**config.mk**
```make
export PLATFORM = sky130hd
export DESIGN_NAME = letter_code_sequencer_flat
export DESIGN_NICKNAME = d
export VERILOG_FILES = /design/src/rtl/letter_code_sequencer_if.sv /design/src/rtl/letter_code_sequencer.sv /design/src/flat_wrapper.sv
export SDC_FILE = /design/constraint.sdc
export NUM_CORES = 1
export LEC_CHECK = 0
export CORE_UTILIZATION = 35
export CTS_CLUSTER_DIAMETER = 120
export DETAILED_ROUTE_END_ITERATION = 7
export PLACE_DENSITY = 0.62
export SLEW_MARGIN = 10
export SYNTH_ARGS = -nofsm -noshare
export SYNTH_HDL_FRONTEND = slang
export SYNTH_SLANG_ARGS = --single-unit
export TNS_END_PERCENT = 20
```
**constraint.sdc**
```tcl
create_clock -name clock -period 2.67 [get_ports clock]
set_input_delay 0.534 -clock clock [delete_from_list [all_inputs] [get_ports clock]]
set_output_delay 0.534 -clock clock [all_outputs]
set_load 0.02 [all_outputs]
```
**src/rtl/letter_code_sequencer_if.sv**
```systemverilog
// rtl/letter_code_sequencer_if.sv - letter-code push stream between producer and sequencer
interface letter_code_sequencer_if;
    logic [5:0] in_code;
    logic       in_valid;
    logic       in_ready;

    modport master (output in_code, output in_valid, input in_ready);
    modport slave  (input in_code, input in_valid, output in_ready);
endinterface

```
**src/rtl/letter_code_sequencer.sv**
```systemverilog
// rtl/letter_code_sequencer.sv - buffers letter codes and presents each on A..F for HOLD cycles
module letter_code_sequencer #(
    parameter int         DEPTH     = 4,
    parameter int         HOLD      = 2,
    parameter logic [5:0] IDLE_CODE = 6'b000001
) (
    input  logic                    clock,
    input  logic                    reset,
    letter_code_sequencer_if.slave  in_if,
    input  logic                    clear_counts_i,
    input  logic                    valid_i,
    input  logic                    vowel_i,
    output logic                    a_o,
    output logic                    b_o,
    output logic                    c_o,
    output logic                    d_o,
    output logic                    e_o,
    output logic                    f_o,
    output logic                    code_strobe_o,
    output logic                    sending_o,
    output logic [7:0]              word_count_o,
    output logic [7:0]              vowel_count_o,
    output logic [7:0]              invalid_count_o
);
    localparam int AW = (DEPTH > 1) ? $clog2(DEPTH) : 1;
    localparam int HW = (HOLD > 1) ? $clog2(HOLD) : 1;
    localparam logic [0:0]    ST_IDLE    = 1'b0;
    localparam logic [0:0]    ST_PRESENT = 1'b1;
    localparam logic [AW:0]   FULL_CNT   = (AW + 1)'(DEPTH);
    localparam logic [HW-1:0] LAST_HOLD  = HW'(HOLD - 1);

    logic [5:0]    mem_q [DEPTH];
    logic [AW-1:0] wr_ptr_q, wr_ptr_d, rd_ptr_q, rd_ptr_d;
    logic [AW:0]   count_q, count_d;
    logic [0:0]    state_q, state_d;
    logic [HW-1:0] hold_q, hold_d;
    logic [5:0]    code_q, code_d;
    logic [7:0]    word_q, word_d, vowel_q, vowel_d, invalid_q, invalid_d;
    logic          full, empty, push, pop, strobe;

    assign full   = (count_q == FULL_CNT);
    assign empty  = (count_q == '0);
    assign push   = in_if.in_valid && !full;
    assign strobe = (state_q == ST_PRESENT) && (hold_q == LAST_HOLD);
    // The head is taken either from idle or exactly at the strobe, giving gap-free back-to-back words.
    assign pop    = !empty && ((state_q == ST_IDLE) || strobe);

    assign in_if.in_ready = !full;
    assign {a_o, b_o, c_o, d_o, e_o, f_o} = code_q;
    assign code_strobe_o   = strobe;
    assign sending_o       = (state_q == ST_PRESENT);
    assign word_count_o    = word_q;
    assign vowel_count_o   = vowel_q;
    assign invalid_count_o = invalid_q;

    always_comb begin
        wr_ptr_d = push ? wr_ptr_q + AW'(1) : wr_ptr_q;
        rd_ptr_d = pop  ? rd_ptr_q + AW'(1) : rd_ptr_q;
        count_d  = count_q;
        if (push && !pop) begin
            count_d = count_q + (AW + 1)'(1);
        end else if (pop && !push) begin
            count_d = count_q - (AW + 1)'(1);
        end
    end

    always_comb begin
        state_d = state_q;
        hold_d  = hold_q;
        code_d  = code_q;
        if (pop) begin
            state_d = ST_PRESENT;
            hold_d  = '0;
            code_d  = mem_q[rd_ptr_q];
        end else if (strobe) begin
            state_d = ST_IDLE;
            hold_d  = '0;
            code_d  = IDLE_CODE;
        end else if (state_q == ST_PRESENT) begin
            hold_d = hold_q + HW'(1);
        end
    end

    always_comb begin
        word_d    = word_q;
        vowel_d   = vowel_q;
        invalid_d = invalid_q;
        if (clear_counts_i) begin
            word_d    = '0;
            vowel_d   = '0;
            invalid_d = '0;
        end else if (strobe) begin
            if (word_q != 8'hFF) word_d = word_q + 8'd1;
            // A vowel flag without a valid decode is noise and is only counted as invalid.
            if (valid_i && vowel_i && (vowel_q != 8'hFF)) vowel_d = vowel_q + 8'd1;
            if (!valid_i && (invalid_q != 8'hFF)) invalid_d = invalid_q + 8'd1;
        end
    end

    always_ff @(posedge clock) begin
        if (push) begin
            mem_q[wr_ptr_q] <= in_if.in_code;
        end
    end

    always_ff @(posedge clock or posedge reset) begin
        if (reset) begin
            wr_ptr_q  <= '0;
            rd_ptr_q  <= '0;
            count_q   <= '0;
            state_q   <= ST_IDLE;
            hold_q    <= '0;
            code_q    <= IDLE_CODE;
            word_q    <= '0;
            vowel_q   <= '0;
            invalid_q <= '0;
        end else begin
            wr_ptr_q  <= wr_ptr_d;
            rd_ptr_q  <= rd_ptr_d;
            count_q   <= count_d;
            state_q   <= state_d;
            hold_q    <= hold_d;
            code_q    <= code_d;
            word_q    <= word_d;
            vowel_q   <= vowel_d;
            invalid_q <= invalid_d;
        end
    end
endmodule

```
**src/flat_wrapper.sv**
```systemverilog
// flat-port wrapper written by rule: the top's interface ports become plain ports
module letter_code_sequencer_flat 
#(
    parameter int         DEPTH     = 4,
    parameter int         HOLD      = 2,
    parameter logic [5:0] IDLE_CODE = 6'b000001
)
  (clock, reset, clear_counts_i, valid_i, vowel_i, a_o, b_o, c_o, d_o, e_o, f_o, code_strobe_o, sending_o, word_count_o, vowel_count_o, invalid_count_o, in_if_in_code, in_if_in_valid, in_if_in_ready);
  letter_code_sequencer_if in_if_i ();
  input  logic clock;
  input  logic reset;
  input  logic clear_counts_i;
  input  logic valid_i;
  input  logic vowel_i;
  output logic a_o;
  output logic b_o;
  output logic c_o;
  output logic d_o;
  output logic e_o;
  output logic f_o;
  output logic code_strobe_o;
  output logic sending_o;
  output logic [7:0] word_count_o;
  output logic [7:0] vowel_count_o;
  output logic [7:0] invalid_count_o;
  input wire logic [$bits(in_if_i.in_code)-1:0] in_if_in_code;
  input wire logic [$bits(in_if_i.in_valid)-1:0] in_if_in_valid;
  output wire logic [$bits(in_if_i.in_ready)-1:0] in_if_in_ready;
  assign in_if_i.in_code = in_if_in_code;
  assign in_if_i.in_valid = in_if_in_valid;
  assign in_if_in_ready = in_if_i.in_ready;
  letter_code_sequencer #(.DEPTH(DEPTH), .HOLD(HOLD), .IDLE_CODE(IDLE_CODE)) u_core (.clock(clock), .reset(reset), .in_if(in_if_i), .clear_counts_i(clear_counts_i), .valid_i(valid_i), .vowel_i(vowel_i), .a_o(a_o), .b_o(b_o), .c_o(c_o), .d_o(d_o), .e_o(e_o), .f_o(f_o), .code_strobe_o(code_strobe_o), .sending_o(sending_o), .word_count_o(word_count_o), .vowel_count_o(vowel_count_o), .invalid_count_o(invalid_count_o));
endmodule
```
### After elaboration in Yosys (flattened, before gate mapping)

Memories as Yosys holds them, arrays and structs flattened.
Index checks and enable logic that the tools add are counted.

* add/subtract/negate cells: 8
* equality and inequality tests: 4
* muxes and demuxes: 20
* bitwise gates (word level): 1
* reductions and logical operators: 25

Operator list (count)
* $mux 8: 9
* $add 8x1->8 const B: 3
* $ne 8x8->1 const B: 3
* $mux 6: 2
* $reduce_bool 2->1: 6
* $logic_and 1x1->1: 8
* $mux 1: 7
* $mux 3: 2
* $reduce_and 2->1: 3
* $logic_not 1->1: 5
* $add 2x1->2 const B: 2
* $add 3x1->3 const B: 1
* $eq 3x3->1 const B: 1
* $logic_not 3->1: 1
* $reduce_bool 3->1: 1
* $sub 3x1->3 const B: 1
* $add 1x1->1 const B: 1
* $logic_or 1x1->1: 1
* $not 1->1: 1

* register bits after elaboration: 39
* bits in writable memories: 24
* input port bits: 12
* output and inout port bits: 33
* logic and storage cells: 68
* memories kept: 1

Memory list
* u_core.mem_q: depth 4, bits a word 6, rd ports 1, clocked after memory_dff 0, wr ports 1, RTL line letter_code_sequencer.sv:32 `logic [5:0] mem_q [DEPTH];`

### Longest topological paths before layout

Gate-level depths: netlist (run 1).

* depth after elaboration: 7
* gate-level depth with buffers: 11
* depth with buffers taken out: 9

### Worst setup path after synthesis (run 1)

Ideal clock, no wire load.

* path type: flip-flop to flip-flop
* start point: register u_core.state_q, in the netlist u_core.sending_o
* end point: register u_core.count_q[1]
* library setup time: 0.125 ns
* data arrival time: 2.198 ns
* data required time: 2.545 ns
* setup slack: 0.347 ns
* stages on the path, launching flop included: 9
* buffers on the path: 2
* clock period less this slack: 2.323 ns
* cell sequence: dfrtp_1 > buf_6 > a21oi_1 > clkbuf_1 > inv_1 > ha_1 > inv_1 > fa_1 > mux2_2

* cells in the longest elaborated chain, start to end: 6
* elaborated cells between the ends (all ways): 9
* classes of those cells: mux: 1; bitwise: 1; reduce/logical: 7

RTL lines
* start, declared: RTL line letter_code_sequencer.sv:35 `logic [0:0] state_q, state_d;`
* start signal, assigned: RTL line letter_code_sequencer.sv:121 `state_q <= state_d;`
* $logic_and 1x1->1 or $not 1->1 (tied branches): RTL line letter_code_sequencer.sv:44, letter_code_sequencer.sv:46
* $logic_or 1x1->1 (*): RTL line letter_code_sequencer.sv:46 `assign pop = !empty && ((state_q == ST_IDLE) || strobe);`
* $logic_and 1x1->1 (*): RTL line letter_code_sequencer.sv:46
* $logic_not 1->1 (*): RTL line letter_code_sequencer.sv:60 `if (push && !pop) begin`
* $logic_and 1x1->1 (*): RTL line letter_code_sequencer.sv:60
* $mux 3 (*): RTL line letter_code_sequencer.sv:60
* net u_core.count_d[1]: RTL line letter_code_sequencer.sv:34 `logic [AW:0] count_q, count_d;`
* end signal, assigned: RTL line letter_code_sequencer.sv:120 `count_q <= count_d;`
* end, declared: RTL line letter_code_sequencer.sv:34

Mark *: on every way through the listed nets, which the timed path passes. The rest lies on a longest branch.
A chain may end at the register's enable or synchronous reset.

### Worst setup path after layout (run 1)

* start point: register u_core.state_q, in the netlist u_core.sending_o
* end point: output code_strobe_o

* cells in the longest elaborated chain, start to end: 1

RTL lines
* $logic_and 1x1->1: RTL line letter_code_sequencer.sv:44 `assign strobe = (state_q == ST_PRESENT) && (hold_q == LAST_HOLD);`
* end, declared: RTL line flat_wrapper.sv:21 `output logic code_strobe_o;`

Every way passes these cells.

==> flow_metrics.tcl, run 1 <==
set metrics [dict create \
    status "finished, final reports clean" \
    grt_pass1_vias 1883 \
    drive_gt1_share_pct 11.9 \
    diodes 0 \
    met2_usage_pct 21.9 \
    h-tree-depth 3 \
    hp-class "reg2reg" \
    ctsResizeCount 0 \
    num_io_pins 45 \
    std_cell_rows 32 \
    grt.overflow.total 0 \
    yosys.area.top_type_share_pct 33.1 \
    crit_type "reg2out" \
    antenna_found_initial 0 \
    first_pass_iters 4 \
    dp.cells 372 \
    area_delta_synth_final_pct 27.0 \
    setup_viol 0 \
    ys_top_cells_by_area "dfrtp_1 (33%), edfxtp_1 (25%), mux4_2 (4.7%), xor2_1 (4.3%), ha_1 (3.5%)" \
    dpl_cell_area_mm2 0.00343 \
    fin_nets 302 \
    insertion_delay_ps 330 \
    multi_input_area_mm2 0.00110 \
    syn-num-nets 251 \
    die_y_um 92.6 \
    worst_setup_path_end_kind "output port" \
    ys_seq_elements 63 \
    synth-seq-area-share_pct 59.1 \
    portBuffers 44 \
    slew_headroom_pct 66.6 \
    grt_max_degree 40 \
    synth.largest_area_cell "dfrtp_1" \
    setup_tns_ps 0 \
    clk_path_buf_depth 2 \
    required_ps 2140 \
    power_density_mw_per_mm2 891 \
    fin_area_mm2 0.00365 \
    wl_mm 5.35 \
    worstPathCellList "nand2_1, inv_1, clkdlybuf4s50_1" \
    met1_usage_pct 17.8 \
    place_ws_ps 200 \
    critPathMaxStageDelay_ps 640 \
    fillers 748 \
    drt-vias-per-instance 4.96 \
    utilization_pct 46.5 \
    fin_skew_ps 6.61 \
    start_util_pct 36.6 \
    cts_buffers 9 \
    max_freq_mhz 419 \
    avgSynthCellArea_um2 12.5 \
    syn_area_mm2 0.00287 \
    via_count 1923 \
    crit_slowest_cell "clkdlybuf4s50_1" \
    arrival_ps 1850 \
    route.detailed.drc 0 \
    synth_edf_count 24 \
    synth_common_cells "dfrtp_1 (38), edfxtp_1 (24), nor2_1 (24), nand2_1 (19), xor2_1 (14)" \
    p_leak_nw 1.48 \
    async_flop_share_pct 61.9 \
    routedWlPerCell_um 13.8 \
    hold_viol 0 \
    fin_crit_sh_pct 89.4 \
    setup_slack_ps 283 \
    grt_use_met3_pct 4.19 \
    final_cells 388 \
    core_mm2 0.00785 \
    holdWs_ps 524 \
    clk_pin_slew_ps 70 \
    maxCapViolCount 0 \
    synth_ff_type "dfrtp_1" \
    post_cts_buffers 0 \
    total_power_mw 3.25 \
    start_kind "flop" \
    ctsRootBufferMaster "clkbuf_8" \
    grt_usage_pct 13.8 \
    tightest_slew_ps 500 \
    ff_latch_area_mm2 0.00170 \
    grt_pass1_wl_mm 9.05 \
    rsz0062_at_grt "false" \
    post-route-min-period_ps 2390 \
    drt_iter0_drc 90 \
    clock_sinks 63 \
    ctsHoldBuffers 0 \
    ys_types 44 \
    ir_drop_mv 0.420 \
    gp_congestion 0.810 \
    crit_fanout 9 \
    yosys_warnings 0 \
    hpwlAfterDp_mm 3.75 \
    synthCells 230 \
    die-area_mm2 0.00858 \
    synth_most_common_cell "dfrtp_1" \
    tritoncts "yes" \
    die_w_um 92.6 \
    slew_viol_final 0 \
    grt_busiest_layer "met2" \
    drtAntennaViolNets 0 \
]
-- critical path, delay by kind of cell, from the launching register on --
family | cells | cell delay [ps]
buffers and inverters | 2 | 840
flip-flops | 1 | 560
AND/OR/NAND/NOR | 1 | 130
-- routing by layer --
layer,part of all wire (%),routed length [um]
met5,0,0
met2,48,2590
met1,46,2480
met3,4.1,218
met4,1.1,57
-- registers in the layout, indices dropped and copies added (netlist names) --
signal	flops
u_core.invalid_count_o	8
u_core.hold_q	1
u_core.rd_ptr_q	2
u_core.word_count_o	8
u_core.mem_q	24
u_core.code_q	6
u_core.wr_ptr_q	2
u_core.count_q	3
u_core.sending_o	1
u_core.vowel_count_o	8
-- layout by cell type, fill, tap and decap left out, drive strengths merged, types with 2 or more instances in the layout --
cell type      synthesis  final
o2111ai                2      2
inv                    9      9
and3                   7      7
mux4                   6      6
clkinvlp               0      2
or3                    2      2
buf                    4      4
nor3                   5      5
xnor2                  5      5
xor2                  14     14
and2                   2      2
clkdlybuf4s50          0     44
a21oi                  4      4
clkbuf                 4      9
mux2i                  4      4
and4                   3      3
nand3                  5      5
ha                     8      8
nor2                  24     24
a211oi                 3      3
clkinv                 0      3
dfrtp                 38     38
o21ai                 12     12
o211ai                 5      5
mux2                   3      3
nand2                 19     19
bufinv                 0      2
edfxtp                24     24
nand4                  5      5
a31oi                  2      2
-- cell type report --
cell class / instances / area share (%)
sequential: 63 / 46.5
multi-input combinational: 150 / 30.1
timing repair buffer: 48 / 12.9
tap: 102 / 3.50
clock buffer: 9 / 3.39
clock inverter: 7 / 2.67
inverter: 9 / 0.925
-- report_power, final --
group	switching, mW	internal (mW)	leakage (nW)	total (mW)
clock network	0.380	0.526	0.105	0.906
registers	0.195	1.23	0.730	1.42
logic	0.462	0.464	0.644	0.925
total	1.04	2.22	1.48	3.25
-- worst paths after layout --
check,from,to,slack (ps),depth (start not counted)
max in group asynchronous,reset,u_core.code_q[0],1680,3
worst min-delay path,u_core.count_q[2],u_core.count_q[2],520,1
worst max register to register,u_core.count_q[0],u_core.count_q[2],610,9
min in group asynchronous,reset,u_core.invalid_count_o[6],630,3
worst min register to register,u_core.count_q[2],u_core.count_q[2],520,1
worst max-delay path,u_core.sending_o,code_strobe_o,280,3
-- cells by family after synthesis --
family / after synthesis / share of synthesized area, %
adders and majority gates: 9 / 4.18
xor gates and xnor gates: 19 / 5.79
AOI/OAI and AO/OA: 32 / 7.14
and+or+nand+nor: 77 / 13.9
DFF: 63 / 59.1
buffers and inverters: 17 / 2.66
muxes: 13 / 7.27
Note: power is estimated with default switching activity, not from simulation.
==> inputs of run 2 (changes only) <==
--- a/constraint.sdc
+++ b/constraint.sdc
@@ -3,2 +3,2 @@
 set_output_delay 0.534 -clock clock [all_outputs]
-set_load 0.02 [all_outputs]
+set_load 0.005 [all_outputs]
==> flow_metrics.tcl, run 2 (same netlist as run 1, synthesis figures left out) <==
set metrics [dict create \
    power_density_mw_per_mm2 862 \
    die-area_mm2 0.00858 \
    p_leak_nw 1.47 \
    die_w_um 92.6 \
    diodes 0 \
    tritoncts "yes" \
    start_util_pct 36.6 \
    crit_type "reg2out" \
    routedWlPerCell_um 13.4 \
    ctsResizeCount 0 \
    fillers 746 \
    fin_skew_ps 7.78 \
    hp-class "reg2reg" \
    first_pass_iters 4 \
    num_io_pins 45 \
    drt_iter0_drc 82 \
    drt-vias-per-instance 4.93 \
    hpwlAfterDp_mm 3.67 \
    post-route-min-period_ps 2450 \
    grt.overflow.total 0 \
    worst_r2r_path_depth 9 \
    die_y_um 92.6 \
    hold_viol 0 \
    final_common_cell "clkdlybuf4s50_1" \
    setup_viol 0 \
    setup_tns_ps 0 \
    grt_max_degree 40 \
    portBuffers 44 \
    area_delta_synth_final_pct 26.7 \
    required_ps 2140 \
    post_cts_buffers 0 \
    drive_gt1_share_pct 11.2 \
    largest_register "u_core.mem_q" \
    route.detailed.drc 0 \
    crit_slowest_cell "dfrtp_1" \
    arrival_ps 1910 \
    worst_setup_path_end_kind "output port" \
    start_kind "flop" \
    fin_area_mm2 0.00364 \
    maxCapViolCount 0 \
    slew_viol_final 0 \
    insertion_delay_ps 340 \
    worstPathCellList "nand2_1, inv_1, clkdlybuf4s50_1" \
    core_mm2 0.00785 \
    min-delay-start "u_core.count_q[2]" \
    crit_fanout 9 \
    clk_pin_slew_ps 70 \
    holdPathEnd "u_core.count_q[2]" \
    rr_startpoint "u_core.count_q[0]" \
    rrSetupSlack_ps 620 \
    via_count 1908 \
    antenna_found_initial 0 \
    grt_pass1_vias 1869 \
    hold_depth 1 \
    clock_sinks 63 \
    ctsRootBufferMaster "clkbuf_8" \
    mostFrequentLayoutCells "clkdlybuf4s50_1 (44), dfrtp_1 (38), nor2_1 (24), edfxtp_1 (24), nand2_1 (19)" \
    h-tree-depth 3 \
    ctsHoldBuffers 0 \
    fin_crit_sh_pct 91.7 \
    setup_slack_ps 223 \
    rsz0062_at_grt "false" \
    std_cell_rows 32 \
    max_freq_mhz 409 \
    slew_headroom_pct 67.2 \
    tightest_slew_ps 492 \
    grt_pass1_wl_mm 8.95 \
    place_ws_ps 212 \
    fin_nets 301 \
    critPathMaxStageDelay_ps 550 \
    largest_reg_flops 24 \
    drtAntennaViolNets 0 \
    clk_path_buf_depth 2 \
    utilization_pct 46.4 \
    grt_usage_pct 13.8 \
    ir_drop_mv 0.416 \
    dpl_cell_area_mm2 0.00342 \
    r2r-end "u_core.count_q[2]" \
    wl_mm 5.20 \
    cts_buffers 9 \
    gp_congestion 0.815 \
    status "finished, final reports clean" \
]
==> run 2: changes by cell type in the layout (fill, tap and decap cells not counted), sizes merged <==
cell	before	now
buf	4	3
clkinv	3	2
inv	9	10
==> run 2: layout make-up <==
type                            count  area, um^2  share of cell area [%]
Sequential cell                    63        1700                    46.6
Clock buffer                        9         124                    3.40
Multi-Input combinational cell    150        1100                    30.2
Tap cell                          102         128                    3.50
Timing Repair Buffer               47         463                    12.7
Inverter                            9        33.8                   0.928
Clock inverter                      7        96.3                    2.65
==> run 2: through the flow <==
stage	hold WS (ps)	std cells	total power, mW
global route	514	387	3.37
floorplan	464	230	1.95
CTS	505	387	3.20
detailed placement	496	371	2.28
global placement	486	371	2.25
finish	501	387	3.14
==> run 2: report_power, final <==
| group | internal, mW | leakage [nW] | switching, mW |
|---|---|---|---|
| Combinational | 0.454 | 0.639 | 0.361 |
| Clock | 0.526 | 0.103 | 0.378 |
| Sequential | 1.23 | 0.730 | 0.192 |
| Total | 2.21 | 1.47 | 0.930 |
==> run 2: worst max-delay path: cells and delay by family, from the launching register on <==
kind / cells / cell delay (ps)
AND/OR/NAND/NOR: 1 / 260
buffers and inverters: 2 / 760
flip-flops: 1 / 550
==> run 2: how the worst max path moves through the flow <==
stage,startpoint,endpoint,slack (ps),cells past startpoint
after global routing,u_core.sending_o,code_strobe_o,40,3
after floorplan,u_core.sending_o,u_core.count_q[1],440,8
after detailed placement,in_if_in_valid,u_core.count_q[2],210,8
after CTS,u_core.sending_o,code_strobe_o,170,3
final,u_core.sending_o,code_strobe_o,220,3
after global placement,in_if_in_valid,u_core.count_q[2],310,8
==> run 2: per-layer routing <==
layer	vias to the layer above	wire length (um)	GRT usage [%]	part of all wire, %
met2	40	2400	21.2	46
li1	929	-	-	-
met4	0	46	4.23	0.88
met3	5	266	5.99	5.1
met1	934	2490	17.6	48
met5	-	0	0	0
==> inputs of run 3 (changes only) <==
CAP_MARGIN = 15   (was unset)
SKIP_CTS_REPAIR_TIMING = 1   (was unset)
==> results of run 3 <==
Same layout as run 2: the final DEF is identical, and so are final timing and power.
